==> src/rtl/alu_pipe_if.sv <==
// Issue/writeback handshake bundle for alu_pipe.
// slave is the ALU's view; master is the issue/consumer side.
interface alu_pipe_if #(
  parameter int N     = 32,
  parameter int TAG_W = 4
);
  logic             in_valid;
  logic             in_ready;
  logic [3:0]       opcode;
  logic [N-1:0]     op_a;
  logic [N-1:0]     op_b;
  logic [TAG_W-1:0] in_tag;
  logic             out_valid;
  logic             out_ready;
  logic [N-1:0]     result;
  logic [TAG_W-1:0] out_tag;
  logic             flag_zero;
  logic             flag_carry;
  logic             flag_ovf;
  logic             flag_err;

  modport master (
    output in_valid, opcode, op_a, op_b,
    output in_tag, out_ready,
    input  in_ready, out_valid, result,
    input  out_tag, flag_zero, flag_carry,
    input  flag_ovf, flag_err
  );

  modport slave (
    input  in_valid, opcode, op_a, op_b,
    input  in_tag, out_ready,
    output in_ready, out_valid, result,
    output out_tag, flag_zero, flag_carry,
    output flag_ovf, flag_err
  );
endinterface

==> src/rtl/alu_pipe.sv <==
// Handshaked ALU: 1-cycle simple ops, N-cycle shift-add MUL,
// registered result/flags/tag held under backpressure.
module alu_pipe #(
  parameter int N     = 32,
  parameter int TAG_W = 4
) (
  input  logic     clk,
  input  logic     rst,
  alu_pipe_if.slave bus
);
  localparam int SHW = $clog2(N);

  typedef enum logic {IDLE, MUL} state_t;

  state_t state_q, state_d;

  logic             in_ready;
  logic             accept;
  logic             is_mul;
  logic             last_step;

  logic [N-1:0]     ma_q, mb_q, acc_q, acc_d;
  logic [SHW-1:0]   cnt_q;
  logic [TAG_W-1:0] mtag_q;

  logic             valid_q;
  logic [N-1:0]     res_q;
  logic [TAG_W-1:0] tag_q;
  logic             zero_q, carry_q;
  logic             ovf_q, err_q;

  logic [N-1:0]     a, b;
  logic [N:0]       sum, diff;
  logic [SHW-1:0]   sh;
  logic [N-1:0]     alu_res;
  logic             alu_c, alu_v, alu_e;

  assign a = bus.op_a;
  assign b = bus.op_b;

  assign in_ready = !rst && (state_q == IDLE)
                    && (!valid_q || bus.out_ready);
  assign accept = bus.in_valid && in_ready;
  assign is_mul = bus.opcode == 4'd12;

  always_comb begin
    sum     = {1'b0, a} + {1'b0, b};
    diff    = {1'b0, a} - {1'b0, b};
    sh      = b[SHW-1:0];
    alu_res = '0;
    alu_c   = 1'b0;
    alu_v   = 1'b0;
    alu_e   = 1'b0;
    case (bus.opcode)
      4'd0: begin
        alu_res = sum[N-1:0];
        alu_c   = sum[N];
        alu_v   = (a[N-1] == b[N-1])
                  && (sum[N-1] != a[N-1]);
      end
      4'd1: alu_res = {{(N-1){1'b0}}, a < b};
      4'd2: alu_res = {{(N-1){1'b0}}, a == b};
      4'd3: alu_res = a | b;
      4'd4: alu_res = a & b;
      4'd5: alu_res = ~a;
      4'd6: begin
        // diff[N] is the borrow: set exactly when a < b unsigned
        alu_res = diff[N-1:0];
        alu_c   = diff[N];
        alu_v   = (a[N-1] != b[N-1])
                  && (diff[N-1] != a[N-1]);
      end
      4'd7: alu_res = a ^ b;
      4'd8: alu_res = {{(N-1){1'b0}},
                       $signed(a) < $signed(b)};
      4'd9:  alu_res = a << sh;
      4'd10: alu_res = a >> sh;
      4'd11: alu_res = $signed(a) >>> sh;
      4'd12: alu_res = '0;
      default: alu_e = 1'b1;
    endcase
  end

  assign acc_d     = acc_q + (mb_q[0] ? ma_q : '0);
  assign last_step = cnt_q == SHW'(N - 1);

  always_ff @(posedge clk) begin
    if (rst) state_q <= IDLE;
    else     state_q <= state_d;
  end

  always_comb begin
    state_d = state_q;
    unique case (state_q)
      IDLE: if (accept && is_mul) state_d = MUL;
      MUL:  if (last_step) state_d = IDLE;
      default: state_d = IDLE;
    endcase
  end

  always_ff @(posedge clk) begin
    if (rst) begin
      valid_q <= 1'b0;
      res_q   <= '0;
      tag_q   <= '0;
      zero_q  <= 1'b0;
      carry_q <= 1'b0;
      ovf_q   <= 1'b0;
      err_q   <= 1'b0;
      ma_q    <= '0;
      mb_q    <= '0;
      acc_q   <= '0;
      cnt_q   <= '0;
      mtag_q  <= '0;
    end else if (state_q == MUL) begin
      acc_q <= acc_d;
      ma_q  <= ma_q << 1;
      mb_q  <= mb_q >> 1;
      cnt_q <= cnt_q + 1'b1;
      if (last_step) begin
        valid_q <= 1'b1;
        res_q   <= acc_d;
        tag_q   <= mtag_q;
        zero_q  <= acc_d == '0;
        carry_q <= 1'b0;
        ovf_q   <= 1'b0;
        err_q   <= 1'b0;
      end
    end else if (accept && is_mul) begin
      // previous result was consumed this edge
      valid_q <= 1'b0;
      ma_q    <= a;
      mb_q    <= b;
      acc_q   <= '0;
      cnt_q   <= '0;
      mtag_q  <= bus.in_tag;
    end else if (accept) begin
      valid_q <= 1'b1;
      res_q   <= alu_res;
      tag_q   <= bus.in_tag;
      zero_q  <= alu_res == '0;
      carry_q <= alu_c;
      ovf_q   <= alu_v;
      err_q   <= alu_e;
    end else if (bus.out_ready) begin
      valid_q <= 1'b0;
    end
  end

  assign bus.in_ready   = in_ready;
  assign bus.out_valid  = valid_q;
  assign bus.result     = res_q;
  assign bus.out_tag    = tag_q;
  assign bus.flag_zero  = zero_q;
  assign bus.flag_carry = carry_q;
  assign bus.flag_ovf   = ovf_q;
  assign bus.flag_err   = err_q;
endmodule

==> src/flat_wrapper.sv <==
// flat-port wrapper written by rule: the top's interface ports become plain ports
module alu_pipe_flat 
#(
  parameter int N     = 32,
  parameter int TAG_W = 4
)
  (clk, rst, bus_in_valid, bus_opcode, bus_op_a, bus_op_b, bus_in_tag, bus_out_ready, bus_in_ready, bus_out_valid, bus_result, bus_out_tag, bus_flag_zero, bus_flag_carry, bus_flag_ovf, bus_flag_err);
  alu_pipe_if #(.N(N), .TAG_W(TAG_W)) bus_i ();
  input  logic clk;
  input  logic rst;
  input wire logic [$bits(bus_i.in_valid)-1:0] bus_in_valid;
  input wire logic [$bits(bus_i.opcode)-1:0] bus_opcode;
  input wire logic [$bits(bus_i.op_a)-1:0] bus_op_a;
  input wire logic [$bits(bus_i.op_b)-1:0] bus_op_b;
  input wire logic [$bits(bus_i.in_tag)-1:0] bus_in_tag;
  input wire logic [$bits(bus_i.out_ready)-1:0] bus_out_ready;
  output wire logic [$bits(bus_i.in_ready)-1:0] bus_in_ready;
  output wire logic [$bits(bus_i.out_valid)-1:0] bus_out_valid;
  output wire logic [$bits(bus_i.result)-1:0] bus_result;
  output wire logic [$bits(bus_i.out_tag)-1:0] bus_out_tag;
  output wire logic [$bits(bus_i.flag_zero)-1:0] bus_flag_zero;
  output wire logic [$bits(bus_i.flag_carry)-1:0] bus_flag_carry;
  output wire logic [$bits(bus_i.flag_ovf)-1:0] bus_flag_ovf;
  output wire logic [$bits(bus_i.flag_err)-1:0] bus_flag_err;
  assign bus_i.in_valid = bus_in_valid;
  assign bus_i.opcode = bus_opcode;
  assign bus_i.op_a = bus_op_a;
  assign bus_i.op_b = bus_op_b;
  assign bus_i.in_tag = bus_in_tag;
  assign bus_i.out_ready = bus_out_ready;
  assign bus_in_ready = bus_i.in_ready;
  assign bus_out_valid = bus_i.out_valid;
  assign bus_result = bus_i.result;
  assign bus_out_tag = bus_i.out_tag;
  assign bus_flag_zero = bus_i.flag_zero;
  assign bus_flag_carry = bus_i.flag_carry;
  assign bus_flag_ovf = bus_i.flag_ovf;
  assign bus_flag_err = bus_i.flag_err;
  alu_pipe #(.N(N), .TAG_W(TAG_W)) u_core (.clk(clk), .rst(rst), .bus(bus_i));
endmodule
==> config.mk <==
export PLATFORM = sky130hd
export DESIGN_NAME = alu_pipe_flat
export DESIGN_NICKNAME = d
export VERILOG_FILES = /design/src/rtl/alu_pipe_if.sv /design/src/rtl/alu_pipe.sv /design/src/flat_wrapper.sv
export SDC_FILE = /design/constraint.sdc
export NUM_CORES = 1
export LEC_CHECK = 0
export ABC_AREA = 1
export BUFFER_PORTS_ARGS = -buffer_cell sky130_fd_sc_hd__buf_2
export CORE_MARGIN = 10
export CORE_UTILIZATION = 40
export DETAILED_ROUTE_END_ITERATION = 8
export HOLD_SLACK_MARGIN = 0.08
export PLACE_DENSITY_LB_ADDON = 0.15
export SETUP_SLACK_MARGIN = 0.3
export SYNTH_ARGS = -nofsm -noshare
export SYNTH_HDL_FRONTEND = slang
export SYNTH_SLANG_ARGS = --single-unit
==> constraint.sdc <==
create_clock -name clk -period 3.9 [get_ports clk]
set_input_delay 0.195 -clock clk [delete_from_list [all_inputs] [get_ports clk]]
set_output_delay 0.195 -clock clk [all_outputs]
set_load 0.02 [all_outputs]
==> flow_summary.toml <==
[drt]
via_per_inst = 5.92
routedWlPerCell_um = 24.5
ant_nets = 0
drt-initial-drc-count = 3382
num_vias = 24209
drt_pass1_iterations = 9
drt_drc_violations_left = 0
routed_wl_um = 100000

[run]
maxCapViolations = 0

[synthesis]
ys_types = 46
synth_top_area_share_pct = 23.1
synth_top_cells_by_area = "nand2_1 23%, dfxtp_1 16%, nand3_1 15%"
synth-edff-count = 0
syn_area_um2 = 18300
syn_nets = 3582
synth.avg_cell_area_um2 = 5.44
netlist_instances = 3365
yosysSeqAreaShare_pct = 16.1
synth_top_cell_by_area = "nand2_1"
synthFlopType = "dfxtp_1"
ys_warn_count = 0
async_reset_ff_share_pct = 0
ys_ff_latch = 147

[global_route]
use_met1_pct = 48.5
use_met2_pct = 52.3
grt_pass1_vias = 21882
antenna_found_initial = 4
grt_max_degree = 84
grt_pass1_wl_um = 145000
overflow = 0
grt_busiest_layer = "met2"
grtUsageMet3_pct = 8.53
grtUsageTotal_pct = 35.7

[cells_and_area]
nNetsFinal = 3690
area_growth_pct = 12.5
fin_area_um2 = 20600
final_common_cell = "nand2_1"
instances_no_fill = 4089
mostFrequentLayoutCells = "1126 x nand2_1, 551 x nand3_1, 361 x inv_1"
drive_gt1_share_pct = 8.35
n_fill_cell = 5118

[power]
p_per_area_nw_per_um2 = 258
p_total_mw = 5.32
max-vdd-ir-drop_v = 0.000322
power_leakage_nw = 10.5

[place]
dp.final_hpwl_um = 80400
placed_cells = 4025
place_worst_setup_slack_ns = 0.342
gp_congestion = 1.13
place_area_um2 = 19700
numPortBuffers = 117

[timing]
setup_ws_ns = 0.456
hold_violations = 0
max_clock_freq_ghz = 0.290
slew_headroom_pct = 21.5
setup_viol = 0
rsz0062_at_grt = "no"
setup_tns_ns = 0
worst_slew_pin_slew_ns = 1.17
fin_worst_skew_ns = 0.0246
finalCritPeriodShare_pct = 88.3
period_minus_slack_ns = 3.44
slew_viol_final = 0

[floorplan]
core_um2 = 45300
dieArea_um2 = 54700
dieHeight_um = 234
start_util_pct = 40.4
num_io_pins = 118
num_rows = 78
die_w_um = 234

[cts]
cts-root-buf = "clkbuf_16"
post-cts-setup-buffer-count = 0
insertion_delay_ns = 0.50
h-tree-depth = 4
clk_path_buf_depth = 2
cts_tree = "built"
cts_sinks = 147
cts_buffers = 17
path_clk_slew_ns = 0.08

[outcome]
status = "complete, no violations"

[setup_path]
worstSetupPathType = "input pin to flop"
critPathLaunchType = "input pin"
crit_fanout = 8
arrival_ns = 3.87
end_kind = "flop"
cp.required_ns = 4.33

[hold_path]
hold_path.class = "input pin to flop"
[cells in the mapped netlist, types with 2 or more instances]
cell type     n
clkbuf_1     62
o211ai_1     18
buf_1        12
a31oi_1      79
nor3_1       35
o21a_1        2
o21ai_1       9
buf_4         8
a21oi_1     159
o21bai_1     12
nand2_1    1126
nor2_1      298
inv_4         2
nand4_1      39
and2_1        3
nor4_1        4
buf_2        72
ha_1        138
a21o_1        5
xor2_1       10
inv_1       361
a211oi_1      7
dfxtp_1     147
nand3_1     551
or2_2        16
o22ai_1      15
a22oi_1      11
nor2_2        3
buf_6         5
nand3b_1      9
xnor2_1      10
nand3_2       2
fa_1          3
inv_2         7
clkinv_1      3
o21ai_0     108
nand2_2       5
[logic make-up (layout without fill, tap and decap cells)]
logic type / Yosys count / in the layout / synth area share [%]
AOI/OAI and AO/OA: 430 / 430 / 13.2
xor gates and xnor gates: 20 / 20 / 0.956
adders and majority gates: 141 / 141 / 9.75
buffers and inverters: 533 / 654 / 11.8
DFF: 147 / 147 / 16.1
other: 0 / 3 / 0
and+or+nand+nor: 2094 / 2094 / 48.2
[power by group]
| group | switching (mW) | internal, mW |
|---|---|---|
| Clock | 0.851 | 0.889 |
| Combinational | 1.46 | 0.556 |
| Sequential | 0.0274 | 1.54 |
[critical path, cell delays in order]
cell	delay, ns
dlygate4sd3_1	0.52
buf_2	0.17
inv_1	0.08
ha_1	0.48
nand2_1	0.14
inv_1	0.15
nand2_1	0.14
nor3_1	0.47
nand3_1	0.14
nand3_1	0.24
nand2_1	0.13
nand2_1	0.10
nand2_1	0.05
nand2_1	0.06
nor2_1	0.04
nor2_1	0.25
nand3_1	0.12
nor2_1	0.13
nand2_1	0.07
nand3_1	0.07
nand2_1	0.07
inv_1	0.06
[flip-flops by register name, indices dropped and copies added, names as in the netlist]
register	flops
u_core.bus.flag_carry	1
u_core.acc_q	32
u_core.mtag_q	4
u_core.bus.out_tag	4
u_core.cnt_q	5
u_core.mb_q	32
u_core.bus.flag_zero	1
u_core.bus.flag_err	1
u_core.bus.result	32
u_core.ma_q	32
u_core.bus.flag_ovf	1
u_core.state_q	1
u_core.bus.out_valid	1
[area by class of cell]
class / instances / area (um^2) / share of cell area [%]
Clock buffer: 19 / 464 / 2.25
Timing Repair Buffer: 249 / 1700 / 8.23
Inverter: 373 / 1410 / 6.82
Antenna cell: 3 / 7.51 / 0.0364
Clock inverter: 13 / 115 / 0.558
Tap cell: 600 / 751 / 3.64
Multi-Input combinational cell: 2685 / 13200 / 64.2
Sequential cell: 147 / 2950 / 14.3
[timing repair]
item,CTS,global route
endpoints found under the hold margin,35,0
hold buffers,29,0
resized for setup,0,5
endpoints found under the setup margin,0,3
[final timing paths]
check             depth (start not counted)                     startpoint                           endpoint  slack, ns
setup / recovery                         22                    bus_op_b[9]  u_core.bus.flag_zero$_SDFFE_PP0P_       0.46
hold / removal                            3                    bus_op_a[3]        u_core.ma_q[3]$_SDFFE_PP0P_        0.1
setup reg to reg                         17    u_core.mb_q[0]$_SDFFE_PP0P_  u_core.bus.flag_zero$_SDFFE_PP0P_       0.59
hold reg to reg                           2  u_core.mtag_q[0]$_SDFFE_PP0P_      u_core.mtag_q[0]$_SDFFE_PP0P_       0.47
[metal layers]
metal	wire, um	vias up
met1	42800	11299
met4	4810	4
met2	41400	1486
li1	-	11197
met5	54	-
met3	11300	223
[metrics by stage]
stage / hold WS, ns / utilization [%]
2_1_floorplan: 0.305 / -
3_3_place_gp: 0.406 / 43.5
3_5_place_dp: 0.419 / 43.5
4_1_cts: 0.0806 / 45.5
5_1_grt: 0.0957 / 45.5
6_report: 0.0955 / 45.5
No activity file was read; power rests on OpenSTA's default activity.
